$ cat src/rtl/ps2_pkg.sv
// Shared constants for the PS/2 keyboard front end: protocol prefix bytes,
// 7-segment glyphs and the built-in scancode (set 2) to ASCII table.
package ps2_pkg;

  localparam logic [7:0] PS2_BREAK = 8'hF0;
  localparam logic [7:0] PS2_EXT   = 8'hE0;

  localparam int unsigned PS2_TIMEOUT_CYCLES_DEFAULT = 100000;

  // Bits [7:1] = segments a..g active-low, bit 0 = dp (kept off).
  localparam logic [7:0] SEG_BLANK = 8'hFF;
  localparam logic [7:0] SEG_LUT [16] = '{
    8'h03, 8'h9F, 8'h25, 8'h0D, 8'h99, 8'h49, 8'h41, 8'h1F,
    8'h01, 8'h09, 8'h11, 8'hC1, 8'h63, 8'h85, 8'h61, 8'h71
  };

  // Scancode to ASCII ROM contents: lowercase letters, digits, space, Enter.
  function automatic logic [7:0] scan2ascii(input logic [7:0] sc);
    case (sc)
      8'h1C: return 8'h61;  8'h32: return 8'h62;  8'h21: return 8'h63;
      8'h23: return 8'h64;  8'h24: return 8'h65;  8'h2B: return 8'h66;
      8'h34: return 8'h67;  8'h33: return 8'h68;  8'h43: return 8'h69;
      8'h3B: return 8'h6A;  8'h42: return 8'h6B;  8'h4B: return 8'h6C;
      8'h3A: return 8'h6D;  8'h31: return 8'h6E;  8'h44: return 8'h6F;
      8'h4D: return 8'h70;  8'h15: return 8'h71;  8'h2D: return 8'h72;
      8'h1B: return 8'h73;  8'h2C: return 8'h74;  8'h3C: return 8'h75;
      8'h2A: return 8'h76;  8'h1D: return 8'h77;  8'h22: return 8'h78;
      8'h35: return 8'h79;  8'h1A: return 8'h7A;
      8'h45: return 8'h30;  8'h16: return 8'h31;  8'h1E: return 8'h32;
      8'h26: return 8'h33;  8'h25: return 8'h34;  8'h2E: return 8'h35;
      8'h36: return 8'h36;  8'h3D: return 8'h37;  8'h3E: return 8'h38;
      8'h46: return 8'h39;
      8'h29: return 8'h20;  8'h5A: return 8'h0D;
      default: return 8'h00;
    endcase
  endfunction

endpackage

$ cat src/rtl/ps2_kbd_scan_display_if.sv
// Board-facing signal bundle of ps2_kbd_scan_display: PS/2 pins in,
// decoded key data and seven-segment digits out.
interface ps2_kbd_scan_display_if;
  logic       ps2_clk;
  logic       ps2_data;
  logic [7:0] scancode;
  logic [7:0] asciicode;
  logic [7:0] count;
  logic       ready;
  logic       overflow;
  logic       frame_err;
  logic [7:0] HEX0, HEX1, HEX2, HEX3, HEX4, HEX5;

  // Board / stimulus side: drives the PS/2 pins, observes results.
  modport master (
    output ps2_clk, ps2_data,
    input  scancode, asciicode, count, ready, overflow, frame_err,
    input  HEX0, HEX1, HEX2, HEX3, HEX4, HEX5
  );

  // Keyboard front end side.
  modport slave (
    input  ps2_clk, ps2_data,
    output scancode, asciicode, count, ready, overflow, frame_err,
    output HEX0, HEX1, HEX2, HEX3, HEX4, HEX5
  );
endinterface

$ cat src/rtl/ps2_kbd_scan_display_hex7seg.sv
// One hexadecimal digit to active-low 7-segment pattern (dp off).
module hex7seg
  import ps2_pkg::*;
(
  input  logic [3:0] nib_i,
  output logic [7:0] seg_o
);
  assign seg_o = SEG_LUT[nib_i];
endmodule

$ cat src/rtl/ps2_kbd_scan_display.sv
// PS/2 keyboard front end: frame receiver with timeout, make/break/extended
// decoder with typematic filtering, scancode->ASCII ROM and six hex digits.
// The ROM contents are built into ps2_pkg::scan2ascii.
// Optional feature macro: PS2_BLANK_ON_RELEASE_EN blanks HEX0-HEX3 after the
// held key is released, until the next make code.
module ps2_kbd_scan_display
  import ps2_pkg::*;
#(
  parameter int unsigned TIMEOUT_CYCLES = PS2_TIMEOUT_CYCLES_DEFAULT
) (
  input  logic                    clk,
  input  logic                    rst,
  ps2_kbd_scan_display_if.slave   bus
);

  localparam int TMO_W = $clog2(TIMEOUT_CYCLES + 1);
  localparam logic [TMO_W-1:0] TMO_LAST = TMO_W'(TIMEOUT_CYCLES - 1);

  logic [1:0]       ps2c_sync_q, ps2d_sync_q;
  logic             ps2c_prev_q;
  logic             fall;
  logic [10:0]      shreg_q, shreg_d;
  logic [3:0]       bit_cnt_q, bit_cnt_d;
  logic [TMO_W-1:0] tmo_q, tmo_d;
  logic             done_q, done_d;
  logic             frame_ok, frame_bad;
  logic [7:0]       rx_byte;
  logic [7:0]       scancode_q, scancode_d, asciicode_q;
  logic [7:0]       count_q, count_d, held_q, held_d;
  logic             ext_q, ext_d, brk_q, brk_d;
  logic             overflow_q, overflow_d, frame_err_q, frame_err_d;
  logic             blank;
`ifdef PS2_BLANK_ON_RELEASE_EN
  logic             blank_q, blank_d;
`endif

  // Synchronise the asynchronous PS/2 pins; idle level is high.
  always_ff @(posedge clk) begin
    if (rst) begin
      ps2c_sync_q <= 2'b11;
      ps2d_sync_q <= 2'b11;
      ps2c_prev_q <= 1'b1;
    end else begin
      // NOTE: sequential state uses <= so every flop samples pre-edge values.
      ps2c_sync_q <= {ps2c_sync_q[0], bus.ps2_clk};
      ps2d_sync_q <= {ps2d_sync_q[0], bus.ps2_data};
      ps2c_prev_q <= ps2c_sync_q[1];
    end
  end

  assign fall = ps2c_prev_q & ~ps2c_sync_q[1];

  // Shift bits in on falling edges; drop a partial frame after a long silence.
  always_comb begin
    // NOTE: every output gets a default first so no latch is inferred.
    shreg_d   = shreg_q;
    bit_cnt_d = bit_cnt_q;
    tmo_d     = '0;
    done_d    = 1'b0;
    if (fall) begin
      shreg_d = {ps2d_sync_q[1], shreg_q[10:1]};
      if (bit_cnt_q == 4'd10) begin
        bit_cnt_d = 4'd0;
        done_d    = 1'b1;
      end else begin
        bit_cnt_d = bit_cnt_q + 4'd1;
      end
    end else if (bit_cnt_q != 4'd0) begin
      if (tmo_q == TMO_LAST) bit_cnt_d = 4'd0;
      else                   tmo_d     = tmo_q + 1'b1;
    end
  end

  // Frame check: start 0, stop 1, odd parity over data + parity bit.
  assign rx_byte   = shreg_q[8:1];
  assign frame_ok  = done_q & ~shreg_q[0] & shreg_q[10] & (^shreg_q[9:1]);
  assign frame_bad = done_q & ~frame_ok;

  // Byte decoder: prefixes, releases, make codes with typematic filtering.
  always_comb begin
    scancode_d  = scancode_q;
    count_d     = count_q;
    held_d      = held_q;
    ext_d       = ext_q;
    brk_d       = brk_q;
    overflow_d  = overflow_q;
    frame_err_d = frame_err_q | frame_bad;
`ifdef PS2_BLANK_ON_RELEASE_EN
    blank_d     = blank_q;
`endif
    if (frame_ok) begin
      if (rx_byte == PS2_EXT) begin
        ext_d = 1'b1;
      end else if (rx_byte == PS2_BREAK) begin
        brk_d = 1'b1;
      end else if (brk_q) begin
        if (rx_byte == held_q) begin
          held_d = 8'h00;
`ifdef PS2_BLANK_ON_RELEASE_EN
          blank_d = 1'b1;
`endif
        end
        brk_d = 1'b0;
        ext_d = 1'b0;
      end else begin
        scancode_d = rx_byte;
        if (rx_byte != held_q) begin
          count_d = count_q + 8'd1;
          held_d  = rx_byte;
          if (count_q == 8'hFF) overflow_d = 1'b1;
        end
        ext_d = 1'b0;
`ifdef PS2_BLANK_ON_RELEASE_EN
        blank_d = 1'b0;
`endif
      end
    end
  end

  // Receiver, decoder and ROM output registers; reset wins over all updates.
  always_ff @(posedge clk) begin
    if (rst) begin
      shreg_q     <= '0;
      bit_cnt_q   <= '0;
      tmo_q       <= '0;
      done_q      <= 1'b0;
      scancode_q  <= '0;
      asciicode_q <= '0;
      count_q     <= '0;
      held_q      <= '0;
      ext_q       <= 1'b0;
      brk_q       <= 1'b0;
      overflow_q  <= 1'b0;
      frame_err_q <= 1'b0;
`ifdef PS2_BLANK_ON_RELEASE_EN
      blank_q     <= 1'b0;
`endif
    end else begin
      shreg_q     <= shreg_d;
      bit_cnt_q   <= bit_cnt_d;
      tmo_q       <= tmo_d;
      done_q      <= done_d;
      scancode_q  <= scancode_d;
      asciicode_q <= scan2ascii(scancode_q);
      count_q     <= count_d;
      held_q      <= held_d;
      ext_q       <= ext_d;
      brk_q       <= brk_d;
      overflow_q  <= overflow_d;
      frame_err_q <= frame_err_d;
`ifdef PS2_BLANK_ON_RELEASE_EN
      blank_q     <= blank_d;
`endif
    end
  end

`ifdef PS2_BLANK_ON_RELEASE_EN
  assign blank = blank_q;
`else
  assign blank = 1'b0;
`endif

  logic [3:0] nib [6];
  logic [7:0] seg [6];

  assign nib[0] = scancode_q[3:0];
  assign nib[1] = scancode_q[7:4];
  assign nib[2] = asciicode_q[3:0];
  assign nib[3] = asciicode_q[7:4];
  assign nib[4] = count_q[3:0];
  assign nib[5] = count_q[7:4];

  for (genvar g = 0; g < 6; g++) begin : g_hex
    hex7seg u_hex (.nib_i(nib[g]), .seg_o(seg[g]));
  end

  assign bus.scancode  = scancode_q;
  assign bus.asciicode = asciicode_q;
  assign bus.count     = count_q;
  assign bus.ready     = frame_ok;
  assign bus.overflow  = overflow_q;
  assign bus.frame_err = frame_err_q;
  assign bus.HEX0      = blank ? SEG_BLANK : seg[0];
  assign bus.HEX1      = blank ? SEG_BLANK : seg[1];
  assign bus.HEX2      = blank ? SEG_BLANK : seg[2];
  assign bus.HEX3      = blank ? SEG_BLANK : seg[3];
  assign bus.HEX4      = seg[4];
  assign bus.HEX5      = seg[5];

endmodule

$ cat src/flat_wrapper.sv
// flat-port wrapper written by rule: the top's interface ports become plain ports
module ps2_kbd_scan_display_flat import ps2_pkg::*;
#(
  parameter int unsigned TIMEOUT_CYCLES = PS2_TIMEOUT_CYCLES_DEFAULT
)
  (clk, rst, bus_ps2_clk, bus_ps2_data, bus_scancode, bus_asciicode, bus_count, bus_ready, bus_overflow, bus_frame_err, bus_HEX0, bus_HEX1, bus_HEX2, bus_HEX3, bus_HEX4, bus_HEX5);
  ps2_kbd_scan_display_if bus_i ();
  input  logic clk;
  input  logic rst;
  input wire logic [$bits(bus_i.ps2_clk)-1:0] bus_ps2_clk;
  input wire logic [$bits(bus_i.ps2_data)-1:0] bus_ps2_data;
  output wire logic [$bits(bus_i.scancode)-1:0] bus_scancode;
  output wire logic [$bits(bus_i.asciicode)-1:0] bus_asciicode;
  output wire logic [$bits(bus_i.count)-1:0] bus_count;
  output wire logic [$bits(bus_i.ready)-1:0] bus_ready;
  output wire logic [$bits(bus_i.overflow)-1:0] bus_overflow;
  output wire logic [$bits(bus_i.frame_err)-1:0] bus_frame_err;
  output wire logic [$bits(bus_i.HEX0)-1:0] bus_HEX0;
  output wire logic [$bits(bus_i.HEX1)-1:0] bus_HEX1;
  output wire logic [$bits(bus_i.HEX2)-1:0] bus_HEX2;
  output wire logic [$bits(bus_i.HEX3)-1:0] bus_HEX3;
  output wire logic [$bits(bus_i.HEX4)-1:0] bus_HEX4;
  output wire logic [$bits(bus_i.HEX5)-1:0] bus_HEX5;
  assign bus_i.ps2_clk = bus_ps2_clk;
  assign bus_i.ps2_data = bus_ps2_data;
  assign bus_scancode = bus_i.scancode;
  assign bus_asciicode = bus_i.asciicode;
  assign bus_count = bus_i.count;
  assign bus_ready = bus_i.ready;
  assign bus_overflow = bus_i.overflow;
  assign bus_frame_err = bus_i.frame_err;
  assign bus_HEX0 = bus_i.HEX0;
  assign bus_HEX1 = bus_i.HEX1;
  assign bus_HEX2 = bus_i.HEX2;
  assign bus_HEX3 = bus_i.HEX3;
  assign bus_HEX4 = bus_i.HEX4;
  assign bus_HEX5 = bus_i.HEX5;
  ps2_kbd_scan_display #(.TIMEOUT_CYCLES(TIMEOUT_CYCLES)) u_core (.clk(clk), .rst(rst), .bus(bus_i));
endmodule
$ cat config.mk
export PLATFORM = sky130hd
export DESIGN_NAME = ps2_kbd_scan_display_flat
export DESIGN_NICKNAME = d
export VERILOG_FILES = /design/src/rtl/ps2_pkg.sv /design/src/rtl/ps2_kbd_scan_display_if.sv /design/src/rtl/ps2_kbd_scan_display_hex7seg.sv /design/src/rtl/ps2_kbd_scan_display.sv /design/src/flat_wrapper.sv
export SDC_FILE = /design/constraint.sdc
export NUM_CORES = 1
export LEC_CHECK = 0
export CORE_AREA = 5 5 130 132
export CTS_CLUSTER_DIAMETER = 150
export DETAILED_ROUTE_END_ITERATION = 10
export DIE_AREA = 0 0 135 137
export PLACE_DENSITY_LB_ADDON = 0.12
export SLEW_MARGIN = 20
export SYNTH_ARGS = -nofsm -noshare
export SYNTH_HDL_FRONTEND = slang
export SYNTH_SLANG_ARGS = --single-unit
export TNS_END_PERCENT = 20
$ cat constraint.sdc
create_clock -name clk -period 4.95 [get_ports clk]
set_clock_uncertainty 0.2 [all_clocks]
set_input_delay 0.495 -clock clk [delete_from_list [all_inputs] [get_ports clk]]
set_output_delay 0.495 -clock clk [all_outputs]
set_load 0.01 [all_outputs]
==> impl_results.md, run 1 <==
- Area growth from synthesis to layout: 20.6%
- Dpl hpwl: 9.90 mm
- GR Overflow Total: 0
- Die area: 18,500 sq um
- GRT Total Usage: 14.6%
- Storage cell area: 1440 sq um
- CTS tree: done
- CTS H-Tree Depth: 3
- FF+latch count, synth: 72
- Pwr Density: 207 nW/um^2
- Status: complete, no violations
- Ports: 79
- Hold WC Path Type: register to register
- Setup tns final: 0 ps
- Vias: 4,965
- FFs w/ async S/R, synth: 0%
- Pleak: 2.29 nW
- CTS root buf: clkbuf_16
- Placed insts: 937
- Final nets: 782
- Req. time, crit path: 4260 ps
- Register area share after synthesis: 27.1%
- Critical path arrival: 2820 ps
- Top cell type's share of synthesized area: 27.1%
- Rows: 46
- Buffers & Inverters on Critical Path: 2
- Die Wd: 135 microns
- Die Y: 137 microns
- # hold bufs at CTS: 0
- Min cycle time layout: 3520 ps
- Gate Count Post-Synth: 692
- Post-CTS sizing: 0
- CP Max Fanout: 17
- Slew Limit Headroom: 45.3%
- CTS Buffer Depth: 2
- Post-DR vias/cell: 5.21
- Clk_lat worst skew: 340 ps
- Antenna violations before repair: 0
- DR DRC count: 0
- # fillers: 1,586
- # clock sinks: 72
- Synth Flop Type: dfxtp_1
- Top cells by area, synth: dfxtp_1 (27%), ha_1 (11%), nand2_1 (5.6%)
- Least-Margin Pin Slew: 819 ps
- Critical path capture point type: output pin
- Final wirelength: 13.5 mm
- Multi-input logic area: 3520 sq um
- PortBufs: 71
- Cell taking the most area after synthesis: dfxtp_1
- Core area: 15,600 sq um
- Largest net degree at the start of global routing: 40
- Critical R2R Capture: u_core.bus.count[4]
- Unrepaired setup endpoints after global routing: false
- Pins Over Slew Limit: 0
- Fin crit share: 71.0%
- Share of cells above drive strength 1: 5.83%
- Detailed Route Iter0 Violations: 359
- CTS buffer count: 9
- Worst R2R Setup Slack: 1810 ps
- Fin cells: 953
- Max cap viols: 0
- Reg-to-Reg Start: u_core.shreg_q[5]
- Ant. Diodes: 0
- Antenna Violating Nets Remaining: 0
- Hold Path Cell Cnt: 1
- Kind of critical path: register to output pin
- Hold EP: u_core.ps2d_sync_q[1]
- Crit-path cells: clkinv_1 > ha_1 > nor2_1 > nor3_1 > a31oi_1 > clkdlybuf4s50_1
- Vias in the first global route: 4,595
- Min-delay src: u_core.ps2d_sync_q[0]
- Worst-path clk slew: 50 ps
- Post-synth EDFFs: 0
- Mapped cell area: 5310 sq um
- Stages on the worst setup path: 6
- Max VDD drop: 0.130 mV
- Synth cell types: 66
- Mean Syn Cell Area: 7.68 sq um
- Final setup violation count: 0
- Final Hold Vio Count: 0
- Critical Path Max Stage Delay: 690 ps
- Warnings, synthesis: 0
- DRT Pass-1 Iters: 5
- Fmax: 0.284 GHz
- First-pass GRT wire length: 22.6 mm
- Buffer count from post-CTS setup fixing: 0
- CP delay by family, top: buffers and inverters
- R2r worst-path depth: 7
- DR WL/cell: 14.2 microns
- Gpl congestion: 0.898
- Critical Path Slowest Stage Cell: dfxtp_1
- Worst setup SP type: register
- Starting density of the core: 34.1%
-- kinds of logic (layout without fill, tap and decap cells) --
kind of cell | count (synthesis) | in the layout | share of synthesized area [%]
buffers and inverters | 90 | 130 | 7.02
AO/OA/AOI/OAI | 163 | 163 | 19.4
adder cells (fa/ha/maj) | 46 | 46 | 10.8
XOR/XNOR | 26 | 26 | 4.92
other | 2 | 7 | 0.141
AND/OR/NAND/NOR | 265 | 265 | 24.7
multiplexers | 28 | 28 | 5.91
flip-flops | 72 | 72 | 27.1
-- state kept, by name, summed over array words and instances (netlist names) --
register	count
u_core.brk_q	1
u_core.tmo_q	17
u_core.bit_cnt_q	4
u_core.held_q	8
u_core.ps2c_sync_q	2
u_core.done_q	1
u_core.shreg_q	11
u_core.bus.asciicode	7
u_core.bus.count	8
u_core.bus.overflow	1
u_core.ps2d_sync_q	2
u_core.bus.frame_err	1
u_core.bus.scancode	8
u_core.ps2c_prev_q	1
-- synth_stat cells (all sizes together), types with 4 or more instances --
cell type / count
nand2: 79
dfxtp: 72
nor2: 65
ha: 46
a21oi: 44
o21ai: 43
clkbuf: 39
inv: 36
mux2i: 19
nand3: 18
xnor2: 18
nor3: 15
a31oi: 14
nand2b: 13
buf: 12
and3: 11
nor2b: 11
o311ai: 9
or2: 9
a311oi: 7
and2: 7
mux2: 7
nor3b: 7
o22ai: 7
or4: 7
xor2: 7
nand4: 6
a21boi: 4
a22o: 4
a22oi: 4
o2111ai: 4
or3: 4
-- area by class of cell --
type	count	share of cell area (%)
Clock buffer	9	3.51
Sequential cell	72	22.5
Tap cell	216	4.22
Timing Repair Buffer	75	11.5
Inverter	39	2.28
Multi-Input combinational cell	535	54.9
Clock inverter	7	1.13
-- power by group --
part	switching [mW]	leakage (nW)	internal (mW)
clock network	0.247	0.141	0.389
logic	0.0667	1.57	0.0303
registers	0.00730	0.581	0.588
-- metrics by stage --
step / power, mW / hold WS [ps] / setup WS (ps) / utilization [%] / cell area, sq um
2_1_floorplan: 0.682 / 189 / 2320 / - / 5330
3_3_place_gp: 0.703 / 199 / 1820 / 39.2 / 6110
3_5_place_dp: 0.704 / 202 / 1800 / 39.2 / 6110
4_1_cts: 1.36 / 217 / 1420 / 41.1 / 6410
5_1_grt: 1.39 / 244 / 1180 / 41.1 / 6410
6_report: 1.33 / 214 / 1430 / 41.1 / 6410
-- how the worst max path moves through the flow --
stage | slack (ps) | start | endpoint
after floorplan | 2320 | u_core.shreg_q[5] | u_core.bus.count[7]
after global placement | 1820 | u_core.bus.scancode[4] | bus_HEX1[4]
after detailed placement | 1800 | u_core.bus.scancode[4] | bus_HEX1[4]
after CTS | 1420 | u_core.bus.scancode[5] | bus_HEX1[7]
after global routing | 1180 | u_core.bus.scancode[4] | bus_HEX1[4]
final | 1430 | u_core.bus.scancode[4] | bus_HEX1[4]
-- cells in the final DEF, fill, tap and decap left out, drive strengths merged, types with 11 or more instances in the layout --
cell           instances
o21ai                 43
nand3                 18
nand2                 79
nand2b                13
nor3                  15
and3                  11
clkdlybuf4s50         70
nor2b                 11
nor2                  65
ha                    46
a21oi                 44
a31oi                 14
dfxtp                 72
inv                   36
mux2i                 19
xnor2                 18
-- layer usage --
metal  wire length [microns]  up-vias  GRT usage [%]
met3                     631       18           3.13
met4                     184        0           4.70
met2                    6230      120           23.2
li1                        -     2489              -
met5                       0        -              0
met1                    6480     2338           20.0
(Power assumes the default switching activity.)
==> inputs of run 2 (changes only) <==
- clock period: 4.95 -> 3.5 ns (I/O delays scaled with it)
==> run 2 against run 1 <==
Compared with the run above:
- die area unchanged
- register-to-register slack worse by 1500 ps
- setup slack worse by 1200 ps
- critical endpoint is now bus_ready
- largest cell class unchanged
==> impl_results.md, run 2 (same netlist as run 1, synthesis figures left out) <==
- Worst-path clk slew: 60 ps (about the same)
- Final setup margin: 261 ps (-1170 ps)
- Most common cell after layout, fill and taps aside: nand2_1
- GR Overflow Total: 0 (unchanged)
- Fin area: 6440 sq um (+0.53%)
- Final wirelength: 13.7 mm (+1.7%)
- Top Registers: u_core.tmo_q: 17 flops, u_core.shreg_q: 11 flops
- Placed insts: 943 (+0.64%)
- Clk_lat worst skew: 330 ps (about the same)
- Die Y: 137 microns (unchanged)
- Detailed Route Iter0 Violations: 483 (+35%)
- Dpl hpwl: 9.90 mm (about the same)
- Buffer count from post-CTS setup fixing: 0 (unchanged)
- Ports: 79 (unchanged)
- Worst setup SP type: register
- Vias: 5,004 (+0.79%)
- Least-Margin Pin Slew: 898 ps (+78.4 ps)
- Most frequent cells in the layout: nand2_1 (79), dfxtp_1 (72), clkdlybuf4s50_1 (70)
- Antenna violations before repair: 0 (unchanged)
- CP Max Fanout: 8 (-9)
- GRT Total Usage: 14.9% (+0.21 points)
- Final Hold Vio Count: 0 (unchanged)
- CTS Buffer Depth: 2 (unchanged)
- Hold_ws: 222 ps (+8.12 ps)
- Hold WC Path Type: register to register
- Reg-to-Reg Start: u_core.shreg_q[5]
- # fillers: 1,598 (+0.76%)
- Overall power: 1.83 mW (+37%)
- DR DRC count: 0 (unchanged)
- Min-delay src: u_core.ps2d_sync_q[0]
- Core area: 15,600 sq um (unchanged)
- Req. time, crit path: 2950 ps (-1310 ps)
- Post-DR vias/cell: 5.22 (+0.15%)
- Largest register FFs: 17 (unchanged)
- Antenna Violating Nets Remaining: 0 (unchanged)
- Final nets: 788 (+0.77%)
- Largest Register: u_core.tmo_q
- Post-CTS sizing: 0 (unchanged)
- Fin crit share: 92.5%
- Fin cells: 959 (+0.63%)
- Status: complete, no violations
- Storage cell area: 1440 sq um (unchanged)
- Die Wd: 135 microns (unchanged)
- Max VDD drop: 0.259 mV (+99%)
- Max cap viols: 0 (unchanged)
- # clock sinks: 72 (unchanged)
- Final setup violation count: 0 (unchanged)
- Min cycle time layout: 3240 ps
- Die area: 18,500 sq um (unchanged)
- Gpl congestion: 0.888 (-1.1%)
- Critical path arrival: 2690 ps (-130 ps)
- Dpl cell area: 6170 sq um (+0.94%)
- Multi-input logic area: 3520 sq um (unchanged)
- Vias in the first global route: 4,667 (+1.6%)
- CTS tree: done
- PortBufs: 71 (unchanged)
- Pins Over Slew Limit: 0 (unchanged)
- Fmax: 0.309 GHz
- CTS buffer count: 9 (unchanged)
- Worst setup path start: u_core.shreg_q[5]
- Share of cells above drive strength 1: 6.46% (+0.63 points)
- Post-Route Utilization: 41.3% (+0.22 points)
- Slew Limit Headroom: 40.0% (-5.2 points)
- Ant. Diodes: 0 (unchanged)
- Starting density of the core: 34.1% (unchanged)
- Pleak: 2.32 nW (+1.0%)
- Pre-CTS WS: 329 ps (-1470 ps)
- Kind of critical path: register to output pin
- Setup tns final: 0 ps (unchanged)
- Critical path capture point type: output pin
- Pwr Density: 283 nW/um^2 (+37%)
- CTS root buf: clkbuf_16
- Unrepaired setup endpoints after global routing: false
- DRT Pass-1 Iters: 5 (unchanged)
- Area growth from synthesis to layout: 21.3%
- # hold bufs at CTS: 0 (unchanged)
- Rows: 46 (unchanged)
- CTS H-Tree Depth: 3 (unchanged)
- Largest net degree at the start of global routing: 40 (unchanged)
- First-pass GRT wire length: 22.9 mm (+1.4%)
- DR WL/cell: 14.3 microns (+1.0%)
[run 2: changes by cell type in the layout (fill, tap and decap cells not counted)]
cell,before,now
bufinv_16,1,0
clkinv_4,2,1
buf_4,4,9
inv_8,0,1
buf_12,0,1
clkbuf_1,0,1
[run 2: path summary, 6_finish.rpt]
path	depth (start not counted)	slack [ps]	end
setup / recovery	7	260	bus_ready
hold / removal	1	220	u_core.ps2d_sync_q[1]
setup reg to reg	7	320	u_core.bus.count[4]
hold reg to reg	1	220	u_core.ps2d_sync_q[1]
[run 2: worst max-delay path, stage by stage (launching register included)]
cell and delay, ps:
dfxtp_1 440, inv_1 100, ha_1 320, xnor3_2 420, xnor2_4 290, nand2_1 150
inv_1 100, clkdlybuf4s50_1 540
[run 2: cell type report]
| class | instances | share of cell area, % |
|---|---|---|
| repair buffers | 81 | 12.3 |
| inverters | 39 | 2.27 |
| clock inverters | 6 | 0.699 |
| well taps | 216 | 4.19 |
| flip-flops and latches | 72 | 22.4 |
| multi-input cells | 535 | 54.6 |
| clock buffers | 10 | 3.55 |
[run 2: power by group]
group / total (mW) / internal, mW / switching [mW]
sequential: 0.843 / 0.831 / 0.0115
combinational: 0.141 / 0.0443 / 0.0966
clock: 0.842 / 0.483 / 0.359
[run 2: routing by layer]
layer | part of all wire (%) | track usage, %
met1 | 47 | 20.0
met2 | 47 | 24.0
met3 | 4.5 | 3.05
met4 | 1.4 | 4.59
met5 | 0 | 0
